File: src/rtl/size_accum.sv
// Multi-channel saturating/flooring size accumulator with a two-stage
// read-modify-write pipeline, same-channel bypass and per-channel clear.
module size_accum #(
  parameter int NCH   = 4,
  parameter int SW    = 32,
  parameter int AW    = 16,
  parameter int HDR_A = 32,
  parameter int HDR_B = 48
) (
  input  logic                                   clk,
  input  logic                                   rst,
  input  logic                                   op_vld,
  input  logic [$clog2((NCH > 1) ? NCH : 2)-1:0] op_ch,
  input  logic [2:0]                             op_code,
  input  logic [AW-1:0]                          op_arg,
  input  logic                                   op_hsel,
  input  logic [NCH-1:0]                         clr,
  output logic [NCH*SW-1:0]                      size,
  output logic [NCH-1:0]                         ovf,
  output logic [NCH-1:0]                         udf,
  output logic [NCH-1:0]                         zero,
  output logic                                   upd_vld,
  output logic [$clog2((NCH > 1) ? NCH : 2)-1:0] upd_ch
);

  localparam int CW = $clog2((NCH > 1) ? NCH : 2);

  localparam logic [2:0] OP_LOAD   = 3'b000;
  localparam logic [2:0] OP_ADD    = 3'b001;
  localparam logic [2:0] OP_SUB    = 3'b010;
  localparam logic [2:0] OP_ADDHDR = 3'b011;
  localparam logic [2:0] OP_CLR    = 3'b100;

  localparam logic [SW-1:0] HDR_A_W = SW'(HDR_A);
  localparam logic [SW-1:0] HDR_B_W = SW'(HDR_B);

  // Result in [SW-1:0], saturation flag in [SW].
  function automatic logic [SW:0] sat_add(input logic [SW-1:0] a, input logic [SW-1:0] b);
    logic [SW:0] s;
    s = {1'b0, a} + {1'b0, b};
    return s[SW] ? {1'b1, {SW{1'b1}}} : s;
  endfunction

  // Result in [SW-1:0], floor flag in [SW].
  function automatic logic [SW:0] floor_sub(input logic [SW-1:0] a, input logic [SW-1:0] b);
    return (b > a) ? {1'b1, {SW{1'b0}}} : {1'b0, a - b};
  endfunction

  logic [SW-1:0] size_r [NCH];

  logic          vld_p1;
  logic [SW-1:0] res_p1;
  logic [CW-1:0] ch_p1;
  logic          ovf_p1;
  logic          udf_p1;
  logic          clrop_p1;

  logic          hit_ch;
  logic          clr_hit;
  logic [SW-1:0] cur_size;
  logic [SW-1:0] base;
  logic [SW-1:0] addend;
  logic [SW:0]   add_r;
  logic [SW:0]   sub_r;
  logic [SW-1:0] res_n;
  logic          ovf_n;
  logic          udf_n;
  logic          clrop_n;
  logic          vld_n;
  logic [NCH-1:0] wr_en;

  // ---- stage 1: base select (clear > bypass > stored) and compute ----
  always_comb begin
    hit_ch   = 1'b0;
    clr_hit  = 1'b0;
    cur_size = '0;
    for (int i = 0; i < NCH; i++) begin
      if (op_ch == CW'(i)) begin
        hit_ch   = 1'b1;
        clr_hit  = clr[i];
        cur_size = size_r[i];
      end
    end

    if (clr_hit)
      base = '0;
    else if (vld_p1 && (ch_p1 == op_ch))
      base = res_p1;
    else
      base = cur_size;

    addend = (op_code == OP_ADDHDR) ? (op_hsel ? HDR_B_W : HDR_A_W) : SW'(op_arg);
    add_r  = sat_add(base, addend);
    sub_r  = floor_sub(base, SW'(op_arg));

    res_n   = '0;
    ovf_n   = 1'b0;
    udf_n   = 1'b0;
    clrop_n = 1'b0;
    vld_n   = op_vld && hit_ch;
    case (op_code)
      OP_LOAD:           res_n = SW'(op_arg);
      OP_ADD, OP_ADDHDR: {ovf_n, res_n} = add_r;
      OP_SUB:            {udf_n, res_n} = sub_r;
      OP_CLR:            clrop_n = 1'b1;
      default:           vld_n = 1'b0;
    endcase
  end

  always_ff @(posedge clk or posedge rst) begin
    if (rst)
      vld_p1 <= 1'b0;
    else
      vld_p1 <= vld_n;
  end

  always_ff @(posedge clk) begin
    res_p1   <= res_n;
    ch_p1    <= op_ch;
    ovf_p1   <= ovf_n;
    udf_p1   <= udf_n;
    clrop_p1 <= clrop_n;
  end

  // ---- stage 2: write-back; a clear on the same edge wins over the write ----
  always_comb begin
    wr_en = '0;
    for (int i = 0; i < NCH; i++)
      wr_en[i] = vld_p1 && (ch_p1 == CW'(i)) && !clr[i];
  end

  always_ff @(posedge clk or posedge rst) begin
    if (rst) begin
      for (int i = 0; i < NCH; i++)
        size_r[i] <= '0;
      ovf     <= '0;
      udf     <= '0;
      upd_vld <= 1'b0;
      upd_ch  <= '0;
    end else begin
      upd_vld <= |wr_en;
      if (|wr_en)
        upd_ch <= ch_p1;
      for (int i = 0; i < NCH; i++) begin
        if (clr[i]) begin
          size_r[i] <= '0;
          ovf[i]    <= 1'b0;
          udf[i]    <= 1'b0;
        end else if (wr_en[i]) begin
          size_r[i] <= res_p1;
          ovf[i]    <= !clrop_p1 && (ovf[i] || ovf_p1);
          udf[i]    <= !clrop_p1 && (udf[i] || udf_p1);
        end
      end
    end
  end

  always_comb begin
    size = '0;
    zero = '0;
    for (int i = 0; i < NCH; i++) begin
      size[i*SW +: SW] = size_r[i];
      zero[i]          = (size_r[i] == '0);
    end
  end

endmodule

File: config.mk
export PLATFORM = sky130hd
export DESIGN_NAME = size_accum
export DESIGN_NICKNAME = d
export VERILOG_FILES = /design/src/rtl/size_accum.sv
export SDC_FILE = /design/constraint.sdc
export NUM_CORES = 1
export LEC_CHECK = 0
export CAP_MARGIN = 20
export CORE_UTILIZATION = 55
export CTS_CLUSTER_DIAMETER = 200
export DETAILED_ROUTE_END_ITERATION = 12
export PLACE_DENSITY = 0.82
export SYNTH_ARGS = -nofsm -noshare
export SYNTH_HDL_FRONTEND = slang
export SYNTH_SLANG_ARGS = --single-unit
File: constraint.sdc
create_clock -name clk -period 5.4 [get_ports clk]
set_input_delay 0.81 -clock clk [delete_from_list [all_inputs] [get_ports clk]]
set_output_delay 0.81 -clock clk [all_outputs]
set_load 0.1 [all_outputs]
# Word-level counts from Yosys, hierarchy flattened
# Index checks and enable logic that the tools add are counted.
classes:
  reduce_logical: 45
  order_cmp: 1
  n_mux: 45
  n_eq_ne: 11
  add_sub_neg: 2
ops:
  columns: ["cell", "count"]
  rows:
  - ["32-bit two-way mux", 14]
  - ["32-bit logical NOT", 4]
  - ["32-bit case mux with 3 select lines", 1]
  - ["33-bit two-way mux", 2]
  - ["32-bit by 16-bit adder with 33-bit output", 1]
  - ["16-bit by 32-bit greater-than comparator with 1-bit output", 1]
  - ["32-bit by 16-bit subtractor with 32-bit output", 1]
  - ["1-bit two-way mux", 26]
  - ["1-bit logical AND", 18]
  - ["16-bit two-way mux", 1]
  - ["2-bit == test (second input constant)", 4]
  - ["1-bit logical OR", 8]
  - ["2-bit nonzero test", 4]
  - ["3-bit by 2-bit == test with 1-bit output (second input constant)", 2]
  - ["1-bit logical NOT", 5]
  - ["5-bit two-way mux", 1]
  - ["5-bit OR reduction", 1]
  - ["2-bit by 1-bit == test with 1-bit output (second input constant)", 2]
  - ["2-bit logical NOT", 2]
  - ["4-bit OR reduction", 1]
  - ["3-bit by 1-bit == test with 1-bit output (second input constant)", 1]
  - ["3-bit == test (second input constant)", 1]
  - ["3-bit logical NOT", 1]
  - ["2-bit == test", 1]
  - ["2-bit OR reduction", 1]
word_totals:
  elab_cells: 124
  inputBits: 29
  out_inout_bits: 143
  register_bits: 177

# Depth between registers and ports, before layout
# Gate-level depths: netlist of the first run.
logic_depth:
  word_depth: 10
  ltp_mapped: 24
  mapped_depth_nobuf: 19

# Least setup slack after synthesis of the first run
# OpenSTA, ideal clock, no wires.
synth_timing:
  path_type: "input port to flip-flop"
  from: "input port op_ch[0] (netlist name)"
  to: "register res_p1[24]"
  path_buffers: 4
  setup_slack_ps: -126
  path_stages: 19
  setup_time_ps: 127
  arrival_time_ps: 5399
  t_required_ps: 5273
  path_cell_list: "buf_6 -> buf_2 -> buf_2 -> buf_1 -> mux4_2 -> nand2_1 -> nand2_1 -> nand2_1 -> ha_1 -> inv_1 -> fa_1 -> a31o_1 -> maj3_2 -> a221o_1 -> a32o_1 -> or3_4 -> nand2_2 -> mux2i_1 -> or3_1"
synth_between:
  elab_chain_len: 10
  elab_cells_between_ends: 22
  cone_classes: "2 x add/sub; 1 x order compare; 4 x eq/ne; 13 x mux; 2 x reduce/logical"
synth_lines:
  columns: ["element", "line", "source"]
  rows:
  - ["start, declared", "13", "input logic [$clog2((NCH > 1) ? NCH : 2)-1:0] op_ch,"]
  - ["2-bit logical NOT", "78", "if (op_ch == CW'(i)) begin"]
  - ["32-bit two-way mux (4 in series)", "78", null]
  - ["32-bit two-way mux", "87", "else if (vld_p1 && (ch_p1 == op_ch))"]
  - ["32-bit two-way mux (*)", "85", "if (clr_hit)"]
  - ["32-bit by 16-bit subtractor with 32-bit output (tied with other cells)", "46", "return (b > a) ? {1'b1, {SW{1'b0}}} : {1'b0, a - b};"]
  - ["33-bit two-way mux (on tied branches)", "46, 41", null]
  - ["32-bit case mux with 3 select lines (*)", "101", "case (op_code)"]
  - ["net res_n[24]", "65", "logic [SW-1:0] res_n;"]
  - ["end signal, assigned", "118", "res_p1 <= res_n;"]
  - ["end, declared", "52", "logic [SW-1:0] res_p1;"]
# The timed path passes the listed nets; every way through them passes the cells marked *.
# A chain may end at the register's enable or synchronous reset.

# Final worst setup path of the first run
layout_timing:
  from: "input port op_ch[0] (netlist name)"
  to: "register res_p1[31]"
# The elaborated chain is that of the path after synthesis.

==> run_results.csv, run 1 <==
group,metric,value,unit
timing,final.setup.worst_slack,0.484,ns
clock_network,htreeDepth,4,
critical_path,cp_cell_sequence,"buf_2 -> buf_4 -> buf_4 -> mux4_2 -> o31ai_1 -> nand2_1 -> nor4_1 -> o21ai_0 -> a2111oi_0 -> nor4_2 -> buf_4 -> o21ai_0 -> nor2_1 -> nand2_1 -> xor2_1 -> o21ai_0",
critical_path,worstSetupStartpointType,"input pin",
grt,antenna_found_initial,0,
route,wl,39.2,mm
floorplan,pin_count,172,
timing,skew,0.0116,ns
critical_path,criticalPathCategory,"input pin to register",
flow_run,maxCapViolations,0,
synthesis,yosys-top-cells-count,"dfrtp_1, a22o_1, nand2_1",
timing,max_slew_margin,30.3,%
clock_network,cts_made_buffers,17,
timing,setup_tns,0,ns
synthesis,synth_area_leader_cell,"dfrtp_1",
clock_network,cts_tree,"yes",
grt,grt_overflow,0,
placed_design,io_buffers,171,
power_and_ir_drop,p_per_area,230,nW/um^2
finish,n_antenna_cell,0,
route,antenna_left,0,
synthesis,netlist.area_leader.share,32.4,%
synthesis,synth_cell_types,86,
placed_design,dp_hpwl,28.6,mm
clock_network,clkLatencyLatePin,0.44,ns
timing,drv_slew,0,
timing,fin_crit,4.92,ns
floorplan,initial_core_util,57.0,%
worst_hold_path,hold_class,"register to register",
finish,fin_util,71.6,%
placed_design,gp_congestion,0.974,
floorplan,rows,50,
timing,hold_violations,0,
synthesis,ys_warn_count,0,
route,vias,10800,
route,drt_iter0_drc,1387,
synthesis,synth_top_flop_cell,"dfrtp_1",
route,drtPass1Iterations,8,
synthesis,synthArstFlopShare,79.1,%
synthesis,synth_cells,1121,
timing,finalSetupViolCount,0,
clock_network,ctsLongestPathBuffers,2,
status,status,"completed",
route,wl_per_cell,25.0,um
timing,tightest_slew,1.04,ns
route,via_per_inst,6.88,
clock_network,cts_resized,0,
grt,use_met3,9.45,%
critical_path,cp_top_family,"compound AO/OA/AOI/OAI gates",
synthesis,synth_area_leaders,"dfrtp_1, a22o_1, dfxtp_1",
critical_path,cp_slowest_stage_delay,0.62,ns
grt,top_usage_layer,"met2",
floorplan,die_x,142,um
placed_design,place_ws,0.164,ns
synthesis,synth.ff_latch_count,177,
power_and_ir_drop,static-leakage-power,5.80,nW
clock_network,post_cts_buffers,0,
timing,fin_crit_sh,91.0,%
synthesis,synth-edff-count,0,
finish,final_net_count,1349,
grt,grt_pass1_wl,59.2,mm
synthesis,yosysMostFrequentCell,"dfrtp_1",
critical_path,cp.arrival,5.24,ns
grt,use_met1,54.9,%
grt,grt_pass1_vias,9993,
floorplan,die_y,142,um
floorplan,dieArea,20200,sq um
critical_path,crit_buf_inv,4,
synthesis,synthesis.area,10800,sq um
clock_network,cts.sinks,177,
grt,grt_usage,39.2,%
synthesis,ys_seq_area_share,39.3,%
critical_path,required,5.73,ns
clock_network,cts.clk_slew.worst_paths,0.08,ns
power_and_ir_drop,ir_worst_vdd,0.168,mV
grt,grt_max_degree,106,
critical_path,critPathMaxFanout,9,
finish,drive_above_1_share,11.3,%
timing,timing.fmax,203,MHz
synthesis,postSynthAreaPerCell,9.64,sq um
floorplan,core,19000,sq um
timing,rsz0062_at_grt,"no",
finish,areaGrowthSynthToFinish,25.5,%
critical_path,crit_path_end_kind,"register",
route,drc,0,
grt,grtUsageMet2,59.2,%
clock_network,postCtsHoldBufs,0,
synthesis,syn_nets,1175,
clock_network,cts-root-buf,"clkbuf_16",
critical_path,critPathSlowestCell,"o21ai_0",
state kept, by name, summed over array words and instances, names as in the netlist, 2 cells and up:
| register | count |
|---|---|
| size | 128 |
| res_p1 | 32 |
| ovf | 4 |
| udf | 4 |
| ch_p1 | 2 |
| upd_ch | 2 |
cell usage in the layout, fill, tap and decap left out, types with 4 or more instances in the layout:
cell	synthesis	layout
a211oi_1	6	6
a21o_1	25	25
a21oi_1	88	88
a22o_1	130	130
a311oi_1	4	4
a31oi_1	8	6
and2_1	13	13
and3_1	6	6
and4_1	4	4
buf_4	4	47
clkbuf_16	0	17
clkdlybuf4s50_1	0	169
dfrtp_1	140	140
dfxtp_1	37	37
ha_1	23	23
inv_1	33	32
inv_6	0	6
maj3_1	7	7
mux2i_1	7	7
mux4_2	32	32
nand2_1	107	107
nand2b_1	7	7
nand3_1	24	24
nand3b_1	4	4
nand4_1	18	18
nor2_1	69	66
nor2b_1	4	4
nor3_1	21	18
nor4_1	34	34
o211ai_1	5	5
o21ai_0	48	48
o31ai_1	9	9
o32ai_1	6	6
or2_2	4	4
or3_1	6	6
xnor2_1	38	38
xor2_1	14	14
routing by layer:
metal  vias up  routed length (um)
li1       4612                   -
met1      5183               15200
met2       886               17600
met3       106                5280
met4         2                1080
met5         -                  42
metrics by stage:
stage / total power, mW / hold slack [ns] / std cells / instance area, sq um
finish: 3.12 / 0.517 / 1568 / 13600
global route: 3.20 / 0.546 / 1568 / 13600
CTS: 3.10 / 0.519 / 1568 / 13600
detailed placement: 1.91 / 0.501 / 1536 / 13000
global placement: 1.91 / 0.488 / 1536 / 13000
floorplan: 1.75 / 0.440 / 1121 / 10800
logic make-up (layout without fill, tap and decap cells):
kind of cell    Yosys count  after routing  synth area share (%)
compound gates          379            379                  25.3
simple gates            335            335                  15.3
flops                   177            177                  39.3
buf+inv                  99            286                  3.81
xor+xnor                 56             56                  4.92
mux                      42             42                  7.65
fa+ha+maj                33             33                  3.79
worst paths after layout:
check	startpoint	to	slack, ns	cells past startpoint
worst max register to register	vld_p1$_DFF_PP0_	res_p1[6]$_DFF_P_	0.57	19
worst max-delay path	op_ch[0]	res_p1[31]$_DFF_P_	0.48	16
min in group asynchronous	rst	size[71]$_DFFE_PP0P_	0.93	2
worst min register to register	udf[0]$_DFFE_PP0P_	udf[0]$_DFFE_PP0P_	0.52	2
worst min-delay path	udf[0]$_DFFE_PP0P_	udf[0]$_DFFE_PP0P_	0.52	2
max in group asynchronous	rst	size[91]$_DFFE_PP0P_	3.44	3
where the power goes:
| group | internal (mW) | switching [mW] |
|---|---|---|
| sequential | 1.34 | 0.0405 |
| clock | 0.625 | 0.594 |
| combinational | 0.156 | 0.360 |
| total | 2.12 | 0.995 |
worst register-to-register path, cell delays in order, from the launching register on:
cell and delay (ns):
dfrtp_1 0.67, inv_1 0.26, nor3_2 0.37, nand2_1 0.09
nand2_1 0.06, nand2_1 0.09, inv_1 0.08, ha_1 0.16
inv_1 0.06, fa_1 0.46, nor2_1 0.25, a32oi_1 0.16
a2111oi_0 0.46, nor2_1 0.19, o31ai_2 0.36, nand4_1 0.17
buf_4 0.23, nand2_1 0.13, nor4b_1 0.07, o32ai_1 0.37
area by class of cell:
cell class | count | area [sq um]
clock buffers | 18 | 439
multi-input cells | 845 | 6200
fillers | 1417 | 5390
inverters | 35 | 136
clock inverters | 14 | 143
flip-flops and latches | 177 | 4240
well taps | 260 | 325
repair buffers | 219 | 2070
Note: power is estimated with default switching activity, not from simulation.
==> run 2: changes to the inputs <==
--- a/config.mk
+++ b/config.mk
@@ -5,7 +5,7 @@
 export SDC_FILE = /design/constraint.sdc
 export NUM_CORES = 1
 export LEC_CHECK = 0
-export CAP_MARGIN = 20
+export CORE_MARGIN = 5
 export CORE_UTILIZATION = 55
 export CTS_CLUSTER_DIAMETER = 200
 export DETAILED_ROUTE_END_ITERATION = 12
==> run_results.csv, run 2 (same netlist as run 1, synthesis figures left out) <==
group,metric,value,unit
critical_path,critPathMaxFanout,10,
placed_design,io_buffers,171,
clock_network,cts_resized,0,
finish,layout_commonest_cell,"clkdlybuf4s50_1",
status,status,"completed",
finish,final_net_count,1349,
timing,holdWs,0.515,ns
timing,tightest_slew,1.27,ns
worst_hold_path,hold_class,"register to register",
timing,rsz0062_at_grt,"no",
placed_design,dp_hpwl,28.9,mm
power_and_ir_drop,ir_worst_vdd,0.204,mV
timing,fin_crit,5.03,ns
finish,areaGrowthSynthToFinish,25.6,%
timing,skew,0.0120,ns
clock_network,cts.sinks,177,
critical_path,worstSetupStartpointType,"input pin",
grt,grt_max_degree,110,
floorplan,initial_core_util,55.7,%
power_and_ir_drop,static-leakage-power,5.80,nW
grt,antenna_found_initial,0,
timing,drv_slew,0,
critical_path,crit_path_end_kind,"register",
timing,setup_tns,0,ns
route,wl,39.6,mm
timing,timing.fmax,199,MHz
grt,grt_usage,35.0,%
clock_network,post_cts_buffers,0,
route,drt_iter0_drc,1437,
finish,fillerInstances,1474,
timing,hold_violations,0,
floorplan,pin_count,172,
clock_network,htreeDepth,4,
critical_path,required,5.70,ns
clock_network,clkLatencyLatePin,0.44,ns
floorplan,dieArea,22600,sq um
floorplan,rows,51,
route,antenna_left,0,
clock_network,cts_tree,"yes",
timing,fin_crit_sh,93.1,%
power_and_ir_drop,p_per_area,229,nW/um^2
critical_path,criticalPathCategory,"input pin to register",
route,drc,0,
timing,max_slew_margin,15.2,%
critical_path,cp.arrival,5.33,ns
finish,n_antenna_cell,0,
clock_network,ctsLongestPathBuffers,2,
floorplan,die_x,150,um
finish,drive_above_1_share,11.3,%
floorplan,core,19400,sq um
route,via_per_inst,6.88,
grt,grt_pass1_vias,10000,
finish,fin_area,13600,sq um
finish,layout_common_cells,"clkdlybuf4s50_1, dfrtp_1, a22o_1",
timing,finalSetupViolCount,0,
clock_network,cts.clk_slew.worst_paths,0.07,ns
route,drtPass1Iterations,6,
power_and_ir_drop,power.total,3.11,mW
floorplan,die_y,150,um
finish,fin_util,70.0,%
clock_network,cts-root-buf,"clkbuf_16",
clock_network,postCtsHoldBufs,0,
route,vias,10800,
grt,grt_overflow,0,
finish,largest_register_ffs,128,
grt,grt_pass1_wl,60.3,mm
flow_run,maxCapViolations,0,
placed_design,gp_congestion,0.990,
placed_design,dpl_cell_area,13000,sq um
route,wl_per_cell,25.2,um
clock_network,cts_made_buffers,17,
run 2: cell types whose count changed in the layout (fill, tap and decap cells not counted):
| cell | change |
|---|---|
| clkinv_4 | +2 |
| a31oi_2 | -1 |
| clkinv_8 | -1 |
| inv_8 | +1 |
| a31oi_4 | +1 |
| clkinv_2 | -1 |
| inv_6 | -1 |
run 2: routing by layer:
metal  global-route usage [%]  routed length (um)  vias to the layer above  part of all wire [%]
li1                         -                   -                     4639                     -
met1                     50.1               15300                     5202                    39
met2                     52.4               17500                      860                    44
met3                     8.31                5260                      126                    13
met4                     12.2                1460                        0                   3.7
met5                        0                   0                        -                     0
run 2: worst paths after layout:
check / slack, ns / cells after the start / end / from
worst min register to register: 0.51 / 2 / ovf[1]$_DFFE_PP0P_ / ovf[1]$_DFFE_PP0P_
worst min-delay path: 0.51 / 2 / ovf[1]$_DFFE_PP0P_ / ovf[1]$_DFFE_PP0P_
max in group asynchronous: 3.51 / 3 / size[43]$_DFFE_PP0P_ / rst
worst max register to register: 0.60 / 16 / res_p1[25]$_DFF_P_ / ch_p1[1]$_DFF_P_
min in group asynchronous: 0.93 / 2 / size[6]$_DFFE_PP0P_ / rst
worst max-delay path: 0.37 / 17 / res_p1[3]$_DFF_P_ / clr[2]
run 2: per-stage QoR:
stage | worst slack [ns] | std cells
after floorplan | 0.0584 | 1121
after global placement | 0.231 | 1541
after detailed placement | 0.0702 | 1541
after CTS | 0.513 | 1573
after global routing | 0.131 | 1573
final | 0.372 | 1573
run 2: layout make-up:
type / count / area, sq um / share of cell area (%)
Sequential cell: 177 / 4240 / 31.3
Clock inverter: 14 / 141 / 1.04
Tap cell: 265 / 332 / 2.44
Timing Repair Buffer: 219 / 2070 / 15.3
Multi-Input combinational cell: 845 / 6210 / 45.7
Inverter: 35 / 136 / 1.00
Clock buffer: 18 / 439 / 3.23
run 2: power breakdown:
part | total, mW | internal [mW] | switching (mW)
clock network | 1.21 | 0.625 | 0.589
registers | 1.38 | 1.34 | 0.0383
logic | 0.520 | 0.157 | 0.362
run 2: worst max-delay path, stage by stage:
cell and delay, ns:
clkdlybuf4s50_1 0.49, mux2i_1 0.43, mux2_2 0.40, nand2_1 0.13, inv_1 0.08, ha_1 0.17
inv_1 0.06, fa_1 0.45, o21ba_2 0.25, o21ai_0 0.14, a2111oi_0 0.44, nor2_1 0.16
o31ai_2 0.34, and4_1 0.37, o21a_1 0.16, a21oi_1 0.04, o32ai_1 0.40
==> run 3: changes to the inputs <==
--- a/config.mk
+++ b/config.mk
@@ -10,6 +10,7 @@
 export CTS_CLUSTER_DIAMETER = 200
 export DETAILED_ROUTE_END_ITERATION = 12
 export PLACE_DENSITY = 0.82
+export SLEW_MARGIN = 20
 export SYNTH_ARGS = -nofsm -noshare
 export SYNTH_HDL_FRONTEND = slang
 export SYNTH_SLANG_ARGS = --single-unit
==> run_results.csv, run 3 (same netlist as run 1, synthesis figures left out) <==
group,metric,value,unit
status,status,"completed",
flow_run,maxCapViolations,0,
clock_network,cts_tree,"yes",
grt,grt_max_degree,110,
critical_path,cp.arrival,5.32,ns
grt,grt_usage,35.0,%
placed_design,dpl_cell_area,13000,sq um
placed_design,gp_congestion,0.990,
floorplan,pin_count,172,
worst_hold_path,holdPathEnd,"ovf[1]$_DFFE_PP0P_",
clock_network,cts-root-buf,"clkbuf_16",
worst_hold_path,hp-start,"ovf[1]$_DFFE_PP0P_",
critical_path,cp_cell_sequence,"clkdlybuf4s50_1 -> mux2i_1 -> mux2_2 -> nand2_1 -> inv_1 -> ha_1 -> inv_1 -> fa_1 -> o21ba_2 -> o21ai_0 -> a2111oi_0 -> nor2_1 -> o31ai_2 -> and4_1 -> o21a_1 -> a21oi_1 -> o32ai_1",
clock_network,post_cts_buffers,0,
clock_network,cts_resized,0,
worst_hold_path,hold_class,"register to register",
route,drc,0,
grt,grt_pass1_vias,10000,
finish,fillerInstances,1468,
timing,fin_crit,5.01,ns
floorplan,rows,51,
critical_path,cp_top_family,"compound AO/OA/AOI/OAI gates",
route,via_per_inst,6.88,
floorplan,die_x,150,um
grt,grt_pass1_wl,60.3,mm
finish,n_antenna_cell,0,
power_and_ir_drop,p_per_area,229,nW/um^2
timing,timing.fmax,200,MHz
critical_path,worstSetupStartpointType,"input pin",
finish,fin_util,70.1,%
critical_path,reg2reg_from,"ch_p1[1]$_DFF_P_",
route,drtPass1Iterations,6,
clock_network,htreeDepth,4,
route,wl,39.7,mm
placed_design,place_ws,0.0702,ns
finish,drive_above_1_share,11.4,%
grt,grt_overflow,0,
timing,final.setup.worst_slack,0.389,ns
timing,rsz0062_at_grt,"no",
clock_network,cts.sinks,177,
critical_path,worst_r2r_endpoint,"res_p1[25]$_DFF_P_",
finish,final_net_count,1350,
floorplan,core,19400,sq um
finish,layout_common_cells,"clkdlybuf4s50_1, dfrtp_1, a22o_1",
floorplan,die_y,150,um
timing,setup_tns,0,ns
clock_network,cts.clk_slew.worst_paths,0.07,ns
floorplan,dieArea,22600,sq um
route,antenna_left,0,
finish,largest_register_ffs,128,
timing,fin_crit_sh,92.8,%
critical_path,cp_slowest_stage_delay,0.50,ns
placed_design,io_buffers,171,
critical_path,required,5.71,ns
power_and_ir_drop,static-leakage-power,5.81,nW
timing,max_slew_margin,30.4,%
finish,areaGrowthSynthToFinish,25.9,%
timing,skew,0.0103,ns
critical_path,crit_buf_inv,3,
route,vias,10800,
power_and_ir_drop,ir_worst_vdd,0.206,mV
timing,finalSetupViolCount,0,
critical_path,cp_common_cell,"inv_1",
critical_path,critPathMaxFanout,10,
critical_path,critPathSlowestCell,"clkdlybuf4s50_1",
clock_network,clkLatencyLatePin,0.44,ns
route,wl_per_cell,25.2,um
finish,layout_commonest_cell,"clkdlybuf4s50_1",
finish,fin_area,13600,sq um
timing,drv_slew,0,
placed_design,dp_hpwl,28.9,mm
worst_hold_path,holdPathStages,2,
critical_path,criticalPathCategory,"input pin to register",
timing,hold_violations,0,
floorplan,initial_core_util,55.7,%
clock_network,cts_made_buffers,17,
critical_path,crit_path_end_kind,"register",
route,drt_iter0_drc,1469,
critical_path,r2r_cells,16,
clock_network,postCtsHoldBufs,0,
clock_network,ctsLongestPathBuffers,2,
timing,tightest_slew,1.04,ns
grt,antenna_found_initial,0,
critical_path,rrSetupSlack,0.52,ns
run 3: cell types whose count changed in the layout (fill, tap and decap cells not counted):
cell | before | now
buf_16 | 0 | 1
run 3: worst max path at each step:
| stage | start | endpoint | cells after the start |
|---|---|---|---|
| after global placement | clr[2] | res_p1[24]$_DFF_P_ | 18 |
| final | clr[2] | res_p1[3]$_DFF_P_ | 17 |
| after floorplan | op_ch[1] | res_p1[25]$_DFF_P_ | 21 |
| after detailed placement | clr[2] | res_p1[28]$_DFF_P_ | 18 |
| after global routing | clr[2] | res_p1[28]$_DFF_P_ | 18 |
| after CTS | clr[2] | res_p1[28]$_DFF_P_ | 18 |
run 3: layout make-up:
| type | count | area [sq um] | share of cell area [%] |
|---|---|---|---|
| Multi-Input combinational cell | 845 | 6210 | 45.6 |
| Sequential cell | 177 | 4240 | 31.2 |
| Timing Repair Buffer | 220 | 2100 | 15.5 |
| Clock buffer | 18 | 439 | 3.23 |
| Tap cell | 265 | 332 | 2.44 |
| Clock inverter | 14 | 141 | 1.04 |
| Inverter | 35 | 136 | 1.00 |
run 3: layer usage:
layer  share of wire (%)  global-route usage [%]  wire length [um]  vias up
met2                  45                    52.4             17700      881
met3                  13                    8.31              5070      139
met5                   0                       0                 0        -
met4                 3.5                    12.2              1400        0
met1                  39                    50.1             15500     5191
li1                    -                       -                 -     4620
run 3: power breakdown:
group | internal (mW) | switching (mW)
logic | 0.160 | 0.364
registers | 1.34 | 0.0384
clock network | 0.625 | 0.592
total | 2.13 | 0.994
run 3: worst min-delay path: cells and delay by family (launching register included):
kind | cells | cell delay, ns
DFF | 1 | 0.37
and+or+nand+nor | 1 | 0.05
AOI/OAI and AO/OA | 1 | 0.06
run 3: stage by stage:
step                instances  hold WS [ns]  power (mW)
floorplan                1121         0.440        1.75
global placement         1541         0.479        1.91
detailed placement       1541         0.498        1.91
CTS                      1573         0.510        3.11
global route             1574         0.546        3.21
finish                   1574         0.520        3.12
